==> config.mk <==
export PLATFORM = sky130hd
export DESIGN_NAME = pipelined_cla_adder
export DESIGN_NICKNAME = d
export VERILOG_FILES = /design/src/rtl/pipelined_cla_adder.sv
export SDC_FILE = /design/constraint.sdc
export NUM_CORES = 1
export LEC_CHECK = 0
export ABC_AREA = 1
export BUFFER_PORTS_ARGS = -buffer_cell sky130_fd_sc_hd__buf_2
export CAP_MARGIN = 20
export CORE_UTILIZATION = 35
export DETAILED_ROUTE_END_ITERATION = 10
export HOLD_SLACK_MARGIN = 0.08
export PLACE_DENSITY_LB_ADDON = 0.15
export SKIP_CTS_REPAIR_TIMING = 1
export SYNTH_ARGS = -nofsm -noshare
export SYNTH_HDL_FRONTEND = slang
export SYNTH_SLANG_ARGS = --single-unit
==> constraint.sdc <==
create_clock -name clk -period 1.9 [get_ports clk]
set_clock_uncertainty 0.15 [all_clocks]
set_input_delay 0.38 -clock clk [delete_from_list [all_inputs] [get_ports clk]]
set_output_delay 0.38 -clock clk [all_outputs]
set_load 0.005 [all_outputs]
==> src/rtl/pipelined_cla_adder.sv <==
// pipelined_cla_adder
//   Parametrised, pipelined carry-look-ahead adder/subtractor. The operands
//   are split into GROUP-bit look-ahead groups. Stage k resolves group k with
//   a flattened CLA, and the group carry ripples to the next stage through a
//   register. A valid/ready handshake on both sides gives one operation per
//   cycle when the consumer is not stalling.
//
// Parameters
//   WIDTH  operand/result width, must be a non-zero multiple of GROUP
//   GROUP  look-ahead group width
//   NSTAGE (local) WIDTH/GROUP = pipeline depth = latency in cycles
//
// Ports
//   clk        rising-edge clock
//   rst_n      asynchronous active-low reset
//   in_valid   a/b/cin/sub valid this cycle
//   in_ready   block can accept (transfer on in_valid && in_ready)
//   a, b       operands
//   cin        carry-in, add mode only
//   sub        0: a+b+cin, 1: a-b computed as a + ~b + 1 (cin ignored)
//   out_valid  sum/cout/ovf valid
//   out_ready  consumer accepts (transfer on out_valid && out_ready)
//   sum        result modulo 2^WIDTH
//   cout       carry out of the MSB (sub: 1 means no borrow, a >= b unsigned)
//   ovf        two's-complement overflow (carry into MSB ^ carry out of MSB)

module pipelined_cla_adder #(
  parameter int WIDTH = 16,
  parameter int GROUP = 4
) (
  input  logic             clk,
  input  logic             rst_n,
  input  logic             in_valid,
  output logic             in_ready,
  input  logic [WIDTH-1:0] a,
  input  logic [WIDTH-1:0] b,
  input  logic             cin,
  input  logic             sub,
  output logic             out_valid,
  input  logic             out_ready,
  output logic [WIDTH-1:0] sum,
  output logic             cout,
  output logic             ovf
);

  localparam int NSTAGE = WIDTH / GROUP;

  // A bad parameter combination stops elaboration with a message.
  if ((GROUP < 1) || (WIDTH < GROUP) || ((WIDTH % GROUP) != 0)) begin : g_param_check
    $fatal(1, "pipelined_cla_adder: WIDTH (%0d) must be a non-zero multiple of GROUP (%0d)",
           WIDTH, GROUP);
  end

  // Stage registers. Element k holds the state after group k was resolved.
  // The last element is the output register.
  logic [NSTAGE-1:0]            v_q;
  logic [NSTAGE-1:0]            c_q;
  logic [NSTAGE-1:0]            m_q;
  logic [NSTAGE-1:0][WIDTH-1:0] a_q;
  logic [NSTAGE-1:0][WIDTH-1:0] b_q;
  logic [NSTAGE-1:0][WIDTH-1:0] s_q;

  // Next-state values for every stage register.
  logic [NSTAGE-1:0]            v_d;
  logic [NSTAGE-1:0]            c_d;
  logic [NSTAGE-1:0]            m_d;
  logic [NSTAGE-1:0][WIDTH-1:0] a_d;
  logic [NSTAGE-1:0][WIDTH-1:0] b_d;
  logic [NSTAGE-1:0][WIDTH-1:0] s_d;

  // Source of stage k is element k of these vectors. Element 0 is the
  // (sub-adjusted) input port. Element k>0 is stage register k-1.
  logic [NSTAGE:0]              v_src;
  logic [NSTAGE:0]              c_src;
  logic [NSTAGE:0][WIDTH-1:0]   a_src;
  logic [NSTAGE:0][WIDTH-1:0]   b_src;
  logic [NSTAGE:0][WIDTH-1:0]   s_src;

  logic [WIDTH-1:0]             b_adj;
  logic                         c0;
  logic                         adv;

  // Subtraction is a + ~b + 1. The forced carry-in replaces cin.
  assign b_adj = sub ? ~b : b;
  assign c0    = sub ? 1'b1 : cin;

  assign v_src = {v_q, in_valid};
  assign c_src = {c_q, c0};
  assign a_src = {a_q, a};
  assign b_src = {b_q, b_adj};
  assign s_src = {s_q, {WIDTH{1'b0}}};

  // The whole pipeline moves together. It advances whenever the output
  // register is empty or being drained. This keeps in_ready free of any
  // path from in_valid.
  assign adv       = !v_q[NSTAGE-1] || out_ready;
  assign in_ready  = adv;
  assign out_valid = v_q[NSTAGE-1];
  assign sum       = s_q[NSTAGE-1];
  assign cout      = c_q[NSTAGE-1];
  assign ovf       = c_q[NSTAGE-1] ^ m_q[NSTAGE-1];

  // Per-stage group CLA. Each carry is written in its flattened look-ahead
  // form: c[i+1] = g[i] | p[i]g[i-1] | ... | p[i..0]c[0]. This keeps the
  // group carry depth constant instead of rippling bit by bit.
  logic [GROUP-1:0] g;
  logic [GROUP-1:0] p;
  logic [GROUP:0]   c;
  logic             prop;
  logic             term;

  always_comb begin
    v_d  = '0;
    c_d  = '0;
    m_d  = '0;
    a_d  = '0;
    b_d  = '0;
    s_d  = '0;
    g    = '0;
    p    = '0;
    c    = '0;
    prop = 1'b0;
    term = 1'b0;
    for (int k = 0; k < NSTAGE; k++) begin
      g    = a_src[k][k*GROUP +: GROUP] & b_src[k][k*GROUP +: GROUP];
      p    = a_src[k][k*GROUP +: GROUP] ^ b_src[k][k*GROUP +: GROUP];
      c    = '0;
      c[0] = c_src[k];
      for (int i = 0; i < GROUP; i++) begin
        prop = c_src[k];
        for (int j = 0; j <= i; j++) begin
          prop = prop & p[j];
        end
        c[i+1] = prop;
        for (int j = 0; j <= i; j++) begin
          term = g[j];
          for (int m = j + 1; m <= i; m++) begin
            term = term & p[m];
          end
          c[i+1] = c[i+1] | term;
        end
      end
      v_d[k]                     = v_src[k];
      a_d[k]                     = a_src[k];
      b_d[k]                     = b_src[k];
      s_d[k]                     = s_src[k];
      s_d[k][k*GROUP +: GROUP]   = p ^ c[GROUP-1:0];
      c_d[k]                     = c[GROUP];
      // The carry into the top bit of this group is needed for overflow.
      // It only matters in the last stage.
      m_d[k]                     = c[GROUP-1];
    end
  end

  // Stage registers. They shift together on adv and hold otherwise, so a
  // stalled result stays stable and nothing in flight is lost.
  always_ff @(posedge clk or negedge rst_n) begin
    if (!rst_n) begin
      v_q <= '0;
      c_q <= '0;
      m_q <= '0;
      a_q <= '0;
      b_q <= '0;
      s_q <= '0;
    end else if (adv) begin
      v_q <= v_d;
      c_q <= c_d;
      m_q <= m_d;
      a_q <= a_d;
      b_q <= b_d;
      s_q <= s_d;
    end
  end

  // Operand bits below the current group are never read again, and neither
  // are the last stage's operands. Synthesis trims them. Folding them here
  // marks them as intentionally dead.
  logic unused_bits;
  assign unused_bits = ^{a_src, b_src, m_q, v_src[NSTAGE], c_src[NSTAGE], s_src[NSTAGE]};

endmodule

Word level (Yosys, flattened, before mapping)
Index checks and enable logic that the tools add are counted.
Storage, ports and cells
  logic and storage cells: 111
  output and inout bits: 20
  flip-flop bits (word level): 148
Cells by class
  muxes and demuxes: 2
  bitwise logic cells: 94
  reductions and logical operators: 2
Operators with widths (number)
  1-bit bitwise AND: 40
  1-bit OR: 40
  4-bit bitwise XOR: 8
  4-bit bitwise AND: 4
  16-bit two-way mux: 1
  16-bit inverter: 1
  1-bit logical NOT: 1
  1-bit logical OR: 1
  1-bit two-way mux: 1
  1-bit bitwise XOR: 1

Depth between registers and ports, before layout
Gate-level depths: netlist of the first run.
  depth after elaboration: 11
  mapped depth: 14
  gate-level depth less buffers: 12

Worst setup path before layout of the first run
No wires, ideal clock.
  path type: input -> register
  start point: in sub
  end point: reg c_q[0]
  stages: 14
  setup time: 0.117 ns
  setup slack: -0.260 ns
  data arrival time: 1.893 ns
  path through: buf_4 buf_4 xnor2_1 inv_1 ha_1 ha_1 nand2_1 nand3b_1 nand2_1 nand2_1 nand2_1 nand2_1 nand2_1 nand2_1
On the way
  cells in the longest elaborated chain, start to end: 10
  elaborated cells between the ends (all ways): 18
  classes of those cells: 2 x mux; 16 x bitwise
Ends and longest elaborated chain
  start, declared: RTL line 38  | input logic sub,
  16-bit two-way mux: RTL line 84  | assign b_adj = sub ? ~b : b;
  4-bit bitwise XOR: RTL line 126  | p = a_src[k][k*GROUP +: GROUP] ^ b_src[k][k*GROUP +: GROUP];
  1-bit bitwise AND (4 in a row): RTL line 132  | prop = prop & p[j];
  1-bit OR (3 in a row): RTL line 140  | c[i+1] = c[i+1] | term;
  1-bit OR (*): RTL line 140
  end signal, assigned: RTL line 160  | c_q <= '0;
  end signal, assigned: RTL line 167  | c_q <= c_d;
  end, declared: RTL line 57  | logic [NSTAGE-1:0] c_q;
Every way passes the cells marked *; elsewhere a longest branch is shown, timed or not.
A chain may end at the register's enable or synchronous reset.

Final worst setup path of the first run
  start point: reg v_q[3]
  end point: out in_ready
On the way
  cells in the longest elaborated chain, start to end: 2
Ends and longest elaborated chain
  start, declared: RTL line 56  | logic [NSTAGE-1:0] v_q;
  start signal, assigned: RTL line 166  | v_q <= v_d;
  1-bit logical NOT: RTL line 96  | assign adv = !v_q[NSTAGE-1] || out_ready;
  1-bit logical OR: RTL line 96
  end, declared: RTL line 34  | output logic in_ready,
Every way passes these cells.

==> metrics.txt, run 1 <==
vias in the first global route=3105; relative slew slack=68.16%; Reg clk slew, reported paths=60 ps; top post-synthesis cells by area=dfrtp_1 (53%), nand2_1 (15%), o21ai_2 (7.3%); Core Area=12670 µm²; number of H-tree levels=3; Initial Util=36.01%; HP Class=input port to flip-flop; Die W=116.2 µm; average routed wire per standard cell=12.04 µm; count of cell types in the netlist=23; Storage cell area=2427 µm²; crit path max fanout=19; syn nets=533; fmax=0.5487 GHz; GRT Util Overall=13.85%; Layout area overhead=18.89%; Lkg Pwr=0.002780 µW; Die Ht=116.2 µm; VDD IR-drop max=0.0004474 V; Post-synth ARST share=100.0%; Crit Path Class=flip-flop to output pin; largest net degree at the start of global routing=49; area leader, netlist=dfrtp_1; final setup vio count=0; Sink Count=97; Pwr Density=1530 nW/µm²; Hold Vio Cnt, Final=0; ANT nets after route=0; Initial DRC Count=141; diodes inserted=0; PortBufs=57; initial antenna violation count=0; Critical Path RT=1370 ps; share of layout cells above drive strength 1=24.68%; clk root buf=clkbuf_16; Ys Warns=0; share of the clock period used by the worst path=95.92%; global-route wire length before repair=14430 µm; Clock Path Buffers=2; minimum clock period after layout=1822 ps; I/O Pins=58; # rows=41; Via density=4.356; final slew viol count=0; Worst EP arrival=1290 ps; CTS tree=yes; Num CTS Buffers=9; worst-margin pin slew=477.6 ps; Seq/Total Area, Yosys=53.19%; total wire length=8563 µm; Vias=3097; Cells after Synth=471; Yosys reg bits=97; non-filler cells, final=711; Setup crit start kind=flip-flop; number of synthesized flops with an enable pin=0; overflow left after global routing=0; TritonRoute pass-1 iters=4; area of the multi-input gates=1794 µm²; Die ar.=13500 µm²; gpl congestion=0.7360; share of the synthesized area in the top cell type=53.19%; HPWL after DPL=5665 µm; ys flop type=dfrtp_1; final instance area=5425 µm²; Clk Latency, worst-skew pair=340 ps; Post-route DRC=0; Total Nets Final=596; syn avg cell area=9.688 µm²; dpl cell area=5071 µm²; Placed Cells=690; most common cell in the netlist=nand2_1; Max-cap violations=0; outcome=finished, final reports clean; Syn Std Cell Area=4563 µm²; Post-synth top cells=nand2_1 (177), dfrtp_1 (97), inv_1 (42); nature of the critical path endpoint=output pin; fill cell count=1265
[final timing paths]
| kind | slack, ps | to | from | cells past startpoint |
|---|---|---|---|---|
| min reg2reg | 320 | a_d[31] | a_d[31] | 2 |
| min | 100 | a_d[31] | a[15] | 3 |
| max reg2reg | 170 | c_q[2] | b_d[40] | 10 |
| max | 80 | in_ready | v_q[3] | 4 |
| min in group asynchronous | 400 | b_d[26] | rst_n | 2 |
| max in group asynchronous | 660 | sum[4] | rst_n | 3 |
[cells by family after synthesis]
kind of cell    share of synthesized area, %
flops                                  53.19
fa+ha+maj                              7.239
compound gates                         10.53
simple gates                           17.00
xor+xnor                               4.031
buf+inv                                8.006
[routing by layer]
metal	GRT usage (%)	wire length [µm]	vias up
li1	-	-	1593
met1	18.76	4305	1449
met2	21.31	3763	43
met3	2.180	291	12
met4	7.692	203	0
met5	0	0	-
[worst max-delay path: stages, from the launching register on]
cell and delay, ps:
dfrtp_1 360, inv_1 50, or2_4 260, buf_12 160
buf_2 130
[report_power, final]
| part | switching, µW | internal (µW) |
|---|---|---|
| registers | 454 | 2980 |
| logic | 1730 | 1380 |
| clock network | 732 | 1030 |
| total | 2920 | 5380 |
[per-stage QoR]
stage	util, %	setup TNS, ps	total power, µW	worst slack (ps)	hold WS, ps
floorplan	-	-121.6	5728	-90.70	-65.59
global placement	40.02	-141.4	6446	-93.29	221.1
detailed placement	40.02	-270.1	6534	-141.4	225.4
global route	42.82	-5.489	9090	-5.489	101.9
CTS	42.34	0	8360	15.31	-146.0
finish	42.82	0	8299	77.60	95.31
[layout by cell type (no fill, tap or decap)]
cell and count:
nand2_2 1, dfrtp_1 97, nand2_1 176, buf_4 10, o21ai_0 7, o21ai_1 20
clkbuf_16 10, xnor2_1 6, clkbuf_8 4, o21a_1 1, dlygate4sd3_1 1, xor2_1 14
o21ai_2 38, nand3_2 1, ha_1 19, xnor2_4 1, clkinv_2 2, or2_4 1
buf_12 7, a21oi_1 1, nand3_1 5, ha_2 1, inv_1 42, nor2_1 6
buf_2 56, nand3b_1 6, fa_1 4, inv_4 1, clkbuf_1 1
[area by class of cell]
| cell class | count | area share, % |
|---|---|---|
| sequential | 97 | 44.74 |
| timing repair buffer | 75 | 9.779 |
| tap | 172 | 3.967 |
| multi-input combinational | 308 | 33.07 |
| clock inverter | 2 | 0.1845 |
| clock buffer | 14 | 5.235 |
| inverter | 43 | 3.021 |
[registers in the layout, indices dropped and copies added (netlist names)]
register	count
s_d	24
c_q	4
a_d	24
sum	16
v_q	4
b_d	24
m_q	1
Power figures use the tool's default switching activity.
==> run 2: changes to the inputs <==
--- a/config.mk
+++ b/config.mk
@@ -8,6 +8,8 @@
 export ABC_AREA = 1
 export BUFFER_PORTS_ARGS = -buffer_cell sky130_fd_sc_hd__buf_2
 export CAP_MARGIN = 20
+export CELL_PAD_IN_SITES_DETAIL_PLACEMENT = 2
+export CELL_PAD_IN_SITES_GLOBAL_PLACEMENT = 2
 export CORE_UTILIZATION = 35
 export DETAILED_ROUTE_END_ITERATION = 10
 export HOLD_SLACK_MARGIN = 0.08
==> metrics.txt, run 2 (same netlist as run 1, synthesis figures left out) <==
r2r startpoint=a_d[40]; commonest non-fill, non-tap cell in the layout=nand2_1; busiest layer in global routing=met2; Storage cell area=2427 µm²; I/O Pins=58; number of H-tree levels=3; vias in the first global route=3619; Layout area overhead=17.58%; crit path max fanout=3; Die Ht=116.2 µm; R2R cell count=10; largest net degree at the start of global routing=44; Hold Vio Cnt, Final=0; Die W=116.2 µm; Pwr Density=1553 nW/µm²; Critical Path RT=1980 ps; TritonRoute pass-1 iters=4; Via density=4.609; Clock Path Buffers=2; Lkg Pwr=0.002738 µW; Reg-to-Reg End=c_q[2]; Reg clk slew, reported paths=60 ps; GR Util met2=30.32%; initial antenna violation count=0; Setup TNS=0 ps; overflow left after global routing=0; dpl cell area=5079 µm²; Core Area=12670 µm²; Max-cap violations=0; relative slew slack=71.22%; ANT nets after route=0; delay-heaviest family, CP=simple AND/OR/NAND/NOR gates; average routed wire per standard cell=14.72 µm; share of layout cells above drive strength 1=24.16%; Crit Path Class=input port to flip-flop; RSZ-0062 raised after global routing=true; fmax=0.5606 GHz; Die ar.=13500 µm²; nature of the critical path endpoint=flip-flop; GRT met3 Usage=2.387%; Num CTS Buffers=9; fin util=42.34%; Worst Hold Launch=a[6]; WHS=86.98 ps; R2R Setup Slk=120 ps; Setup crit start kind=input port; Worst EP arrival=1860 ps; worst hold stages=3; Total Nets Final=593; minimum clock period after layout=1784 ps; clk root buf=clkbuf_16; CTS tree=yes; final setup vio count=0; Sink Count=97; Initial DRC Count=106; HPWL after DPL=7292 µm; PortBufs=57; gpl congestion=0.6790; Vias=3254; area of the multi-input gates=1802 µm²; worst-margin pin slew=431.7 ps; global-route wire length before repair=17600 µm; diodes inserted=0; # rows=41; most frequent CP cell=nand2_1; Buf+Inv Stages, Crit Path=2; hold endpoint=a_d[22]; outcome=finished, final reports clean; HP Class=input port to flip-flop; Clk Latency, worst-skew pair=340 ps; slowest stage cell, crit path=ha_1; GR Layer Usage met1=21.26%; VDD IR-drop max=0.0004343 V; fill cell count=1398; Post-route DRC=0; worst-path cell chain=clkbuf_4 > xnor2_4 > inv_1 > ha_1 > ha_2 > nand2_1 > nand3b_1 > nand2_2 > nand2_1 > nand2_1 > nand2_1 > nand2_1 > nand2_1; total wire length=10390 µm; final instance area=5365 µm²; Initial Util=36.01%; commonest cells after routing, fill and taps aside=nand2_1 (173), dfrtp_1 (97), buf_2 (55), inv_1 (42), o21ai_2 (38); share of the clock period used by the worst path=93.88%; final slew viol count=0; Worst path max stage delay=300 ps; GRT Util Overall=17.40%
## run 2: changes by cell type in the layout (fill, tap and decap cells not counted), sizes merged
cell	before	now
buf	73	70
clkinv	2	0
## run 2: worst max path at each step
| stage | from | end | slack, ps | cells after the start |
|---|---|---|---|---|
| 6_report | sub | c_q[0] | 120 | 13 |
| 5_1_grt | a_d[40] | c_q[2] | -10 | 10 |
| 3_5_place_dp | sub | c_q[0] | -250 | 13 |
| 3_3_place_gp | sub | c_q[0] | -90 | 12 |
| 2_1_floorplan | sub | c_q[0] | -90 | 14 |
| 4_1_cts | a_d[40] | c_q[2] | 70 | 10 |
## run 2: layout make-up
| class | count | area share, % |
|---|---|---|
| sequential | 97 | 45.24 |
| tap | 172 | 4.011 |
| multi-input combinational | 308 | 33.58 |
| clock buffer | 14 | 4.921 |
| timing repair buffer | 72 | 9.188 |
| inverter | 43 | 3.055 |
## run 2: per-layer routing
metal / up-vias / routed length, µm
met5: - / 0
met4: 0 / 210
met3: 12 / 258
met2: 44 / 5242
met1: 1626 / 4678
li1: 1572 / -
## run 2: where the power goes
part | internal (µW) | total (µW) | switching [µW] | leakage [µW]
clock | 947 | 1670 | 727 | 0.000129
combinational | 1340 | 3190 | 1850 | 0.00143
sequential | 2980 | 3460 | 488 | 0.00118
total | 5260 | 8330 | 3070 | 0.00274
## run 2: through the flow
step	std cells	worst slack, ps	total power, µW
after global placement	691	-89.69	6468
after floorplan	471	-90.70	5728
final	706	116.2	8332
after detailed placement	691	-250.9	6735
after CTS	705	70.09	8530
after global routing	706	-13.59	9096
## run 2: worst min-delay path, cell delays in order
cell     delay [ps]
buf_2            80
nand2_1          40
nand2_1          50
